$ cat src/rtl/pulse_pkg.sv
// Shared types and sizing helpers for the pulse scheduler.
package pulse_pkg;

    typedef enum logic [1:0] {
        IDLE,
        PULSE,
        GAP
    } state_t;

    // Bits needed to count down from the larger of the two interval lengths.
    function automatic int unsigned cnt_width(input int unsigned pw, input int unsigned gap);
        int unsigned m;
        m = (pw > gap) ? pw : gap;
        return (m < 1) ? 1 : $clog2(m + 1);
    endfunction

endpackage

$ cat src/rtl/rr_pick.sv
// Combinational round-robin selector: first set request strictly after the
// last-served index, wrapping around.
module rr_pick #(
    parameter int unsigned N_REQ = 4,
    parameter int unsigned IW    = $clog2(N_REQ)
) (
    input  logic [N_REQ-1:0] request,
    input  logic [IW-1:0]    last,
    output logic [N_REQ-1:0] winner,
    output logic [IW-1:0]    index,
    output logic             valid
);

    int unsigned pos;

    always_comb begin
        valid = 1'b0;
        index = '0;
        pos   = 0;
        for (int unsigned k = 1; k <= N_REQ; k++) begin
            pos = (32'(last) + k) % N_REQ;
            if (!valid && request[pos]) begin
                valid = 1'b1;
                index = IW'(pos);
            end
        end
        winner = valid ? (N_REQ'(1) << index) : '0;
    end

endmodule

$ cat src/rtl/pulse_scheduler.sv
// Shares one pulse generator among N_REQ requesters: rising request edges are
// queued and served round-robin as fixed-width pulses separated by a guard gap.
module pulse_scheduler
    import pulse_pkg::*;
#(
    parameter int unsigned N_REQ       = 4,
    parameter int unsigned PULSE_WIDTH = 5,
    parameter int unsigned GAP         = 2
) (
    input  logic             clock,
    input  logic             reset,
    input  logic [N_REQ-1:0] req,
    output logic             pulse,
    output logic [N_REQ-1:0] grant,
    output logic [N_REQ-1:0] done,
    output logic [N_REQ-1:0] pending,
    output logic             busy
);

    localparam int unsigned CW = cnt_width(PULSE_WIDTH, GAP);
    localparam int unsigned IW = $clog2(N_REQ);
    localparam logic [CW-1:0] PW_LOAD  = CW'(PULSE_WIDTH - 1);
    localparam logic [CW-1:0] GAP_LOAD = CW'((GAP > 0) ? (GAP - 1) : 0);

    state_t           state, state_next;
    logic [CW-1:0]    cnt, cnt_next;
    logic [N_REQ-1:0] req_prev;
    logic [N_REQ-1:0] rise, cand, served;
    logic [N_REQ-1:0] pending_next, grant_next, done_next;
    logic [N_REQ-1:0] win_onehot;
    logic [IW-1:0]    last, last_next, win_index;
    logic             win_valid, pulse_next, busy_next;

    assign rise = req & ~req_prev;
    assign cand = pending | rise;

    rr_pick #(
        .N_REQ (N_REQ),
        .IW    (IW)
    ) u_rr_pick (
        .request (cand),
        .last    (last),
        .winner  (win_onehot),
        .index   (win_index),
        .valid   (win_valid)
    );

    // Next-state, counter and registered-output computation.
    always_comb begin
        state_next = state;
        cnt_next   = cnt;
        last_next  = last;
        pulse_next = 1'b0;
        grant_next = '0;
        done_next  = '0;
        served     = '0;
        case (state)
            IDLE: begin
                if (win_valid) begin
                    state_next = PULSE;
                    pulse_next = 1'b1;
                    grant_next = win_onehot;
                    served     = win_onehot;
                    cnt_next   = PW_LOAD;
                    last_next  = win_index;
                end
            end
            PULSE: begin
                if (cnt == '0) begin
                    done_next  = grant;
                    state_next = (GAP == 0) ? IDLE : pulse_pkg::GAP;
                    cnt_next   = GAP_LOAD;
                end else begin
                    pulse_next = 1'b1;
                    grant_next = grant;
                    cnt_next   = cnt - CW'(1);
                end
            end
            pulse_pkg::GAP: begin
                if (cnt == '0) begin
                    state_next = IDLE;
                end else begin
                    cnt_next = cnt - CW'(1);
                end
            end
            default: state_next = IDLE;
        endcase
        pending_next = cand & ~served;
        busy_next    = (state_next != IDLE);
    end

    // req_prev resets high so a line already asserted at release is not an edge.
    always_ff @(posedge clock or negedge reset) begin
        if (!reset) begin
            state    <= IDLE;
            cnt      <= '0;
            req_prev <= '1;
            pending  <= '0;
            pulse    <= 1'b0;
            grant    <= '0;
            done     <= '0;
            busy     <= 1'b0;
            last     <= IW'(N_REQ - 1);
        end else begin
            state    <= state_next;
            cnt      <= cnt_next;
            req_prev <= req;
            pending  <= pending_next;
            pulse    <= pulse_next;
            grant    <= grant_next;
            done     <= done_next;
            busy     <= busy_next;
            last     <= last_next;
        end
    end

endmodule

$ cat config.mk
export PLATFORM = sky130hd
export DESIGN_NAME = pulse_scheduler
export DESIGN_NICKNAME = d
export VERILOG_FILES = /design/src/rtl/pulse_pkg.sv /design/src/rtl/rr_pick.sv /design/src/rtl/pulse_scheduler.sv
export SDC_FILE = /design/constraint.sdc
export NUM_CORES = 1
export LEC_CHECK = 0
export CAP_MARGIN = 20
export CORE_UTILIZATION = 47
export DETAILED_ROUTE_END_ITERATION = 8
export PLACE_DENSITY = 0.74
export SLEW_MARGIN = 20
export SYNTH_ARGS = -nofsm -noshare
export SYNTH_HDL_FRONTEND = slang
export SYNTH_SLANG_ARGS = --single-unit
$ cat constraint.sdc
create_clock -name clock -period 1.8 [get_ports clock]
set_input_delay 0.54 -clock clock [delete_from_list [all_inputs] [get_ports clock]]
set_output_delay 0.54 -clock clock [all_outputs]
set_load 0.02 [all_outputs]
==> impl_metrics.toml <==
[synthesis]
syn_avg_cell_area_um2 = 11.0
yosysWarnings = 0
synthMuxAreaShare_pct = 0.815
synthCells = 112
synth_area_leaders = "dfrtp_1, dfstp_2, ha_1"
synth_simple_gate_area_share_pct = 21.3
synth_largest_area_cell = "dfrtp_1"
synth_xor_area_share_pct = 0
syn-num-nets = 124
yosysUniqueCellTypes = 38
ys_ff_latch = 25
synth_top_area_share_pct = 38.7
synthesis.area_um2 = 1230
synth_compound_area_share_pct = 17.4
seq_area_frac_synth_pct = 51.6
synth_top_family_by_area = "simple AND/OR/NAND/NOR gates"
synthAdderAreaFrac_pct = 6.12

[flow_run]
drv_cap = 0

[worst_setup_path]
worstPathArrival_ns = 2.00
path_class = "reg2reg"
setup.worst_path.start_class = "flip-flop"
r2r-start = "req_prev[1]"
startpoint = "req_prev[1]"
worst_r2r_path_depth = 5
ff2ff_setup_slack_ns = 0.03
required_ns = 2.02
cp_max_fo = 4
cp-end-kind = "flip-flop"
r2r-end = "busy"

[timing]
finalWorstSetupSlack_ns = 0.0256
hold_viol_final = 0
fin_crit_ns = 1.77
timing.fmax_mhz = 564
grt_setup_unrepaired = "yes"
finalSetupViolations = 0
setup_tns_ns = 0
slew_headroom_pct = 65.1
finalCritPeriodShare_pct = 98.6
worst_slew_pin_slew_ns = 0.519
slew_violations = 0
fin_skew_ns = 0.00680

[clocking]
root_buffer = "clkbuf_4"
numClockSinks = 25
clock_path_buffers = 2
cts_tree = "built"
ctsHtreeMaxLevel = 1
clk_transition_reported_paths_ns = 0.14
clk_latency_ns = 0.32
postCtsHoldBufs = 0
cts_inserted_buffers = 3

[global_route]
grt_pass1_vias = 958
grt.overflow.total = 0
grtUsageTotal_pct = 21.8
grt_pass1_wl_um = 4340
grt_max_degree = 26
antenna_found_initial = 0

[final_layout]
final_nets = 164
area_delta_synth_final_pct = 36.2
diodes = 0
fill_cells = 207
drive_above_1_share_pct = 31.8
mostFrequentLayoutCells = "dfrtp_1, buf_4, dlygate4sd2_1"

[detailed_routing]
wire_per_inst_um = 14.5
drt-initial-drc-count = 32
drc = 0
first_pass_iters = 4
ant_nets = 0
vias = 1036
viasPerCell = 5.72
wl_um = 2630

[power]
power.internal_w = 0.00169
pwr-share-clk_pct = 8.7
p_per_area_nw_per_um2 = 1780
p_switching_w = 0.00128
power_w = 0.00297
p_leak_nw = 0.815
pwr-share-comb_pct = 60.1
sequentialPowerShare_pct = 31.2
irDropWorstVdd_v = 0.00116
swShare_pct = 43.0

[floorplan]
die_x_um = 53.1
die-area_um2 = 2820
die_h_um = 53.1
start_util_pct = 49.5
placementRows = 18
ios = 20
design.core.area_um2 = 2480

[worst_hold_path]
hold_end = "req_prev[1]"
min_from = "req[1]"
hold_class = "in2reg"
holdPathStages = 1

[placed_design]
hpwl_um = 1850
place_congestion = 0.914
port_buffers = 19
detailedPlace.worstSlack_ns = -0.601

[outcome]
status = "completed"
## worst max-delay path: stages (launching register included)
cell and delay [ns]:
dfstp_2 0.57, nor2b_4 0.05, or4_4 0.57, o31ai_4 0.20, a21oi_2 0.09, or2_1 0.20
## worst max path at each step
stage | end | depth (start not counted)
floorplan | busy | 6
CTS | busy | 5
detailed placement | cnt[1] | 7
global placement | cnt[1] | 7
finish | busy | 5
global route | busy | 5
## power groups by stage
| stage | Sequential (W) | Combinational (W) | Clock [W] |
|---|---|---|---|
| floorplan | 0.000999 | 0.000882 | 0 |
| global placement | 0.000905 | 0.00157 | 0 |
| detailed placement | 0.000916 | 0.00162 | 0 |
| CTS | 0.000910 | 0.00170 | 0.000264 |
| global route | 0.000953 | 0.00195 | 0.000286 |
| finish | 0.000925 | 0.00178 | 0.000258 |
## registers in the layout, summed over array words and instances (netlist names)
signal,count
pending,4
grant,4
pulse,1
busy,1
req_prev,4
last,2
done,4
state,2
cnt,3
## cell families after synthesis
| kind of cell | Yosys count |
|---|---|
| buffers and inverters | 7 |
| and+or+nand+nor | 45 |
| DFF | 25 |
| muxes | 1 |
| adders and majority gates | 6 |
| AOI/OAI and AO/OA | 28 |
## per-stage QoR
step	util, %	cell area (um2)	hold slack, ns	instances
2_1_floorplan	-	1230	0.244	112
3_3_place_gp	63.1	1560	0.487	175
3_5_place_dp	63.1	1560	0.499	175
5_1_grt	67.5	1670	0.434	181
4_1_cts	66.3	1640	0.449	181
6_report	67.5	1670	0.446	181
## per-layer routing
metal,vias to the layer above,part of all wire [%],track usage (%)
li1,483,-,-
met1,505,43,28.6
met4,0,1.7,10.1
met5,-,0,0
met3,5,6.5,4.31
met2,43,49,34.4
## cells in the mapped netlist, drive strengths merged
cell      n
dfrtp    19
nand2    10
dfstp     6
ha        6
nor2b     6
o21ai     6
o31ai     6
a21oi     5
and3      5
nor2      5
inv       4
nand3     4
a31oi     3
nand2b    3
or2       3
a21o      2
clkbuf    2
nor4      2
or4       2
a211oi    1
a22o      1
a41o      1
and2      1
and3b     1
buf       1
mux2i     1
nor3      1
nor4bb    1
o2111ai   1
o211a     1
o21bai    1
or3       1
## layout make-up
class / instances / area [um2] / share of cell area [%]
multi-input combinational: 80 / 649 / 38.8
clock buffer: 4 / 26.3 / 1.57
tap: 30 / 37.5 / 2.25
timing repair buffer: 38 / 310 / 18.6
inverter: 4 / 15.0 / 0.898
sequential: 25 / 633 / 37.9
## what timing repair did
action / CTS / global route
pin swaps: 6 / 3
setup buffers: 2 / 0
resized for setup: 30 / 5
endpoints found under the setup margin: 29 / 8
Note: power is estimated with default switching activity, not from simulation.
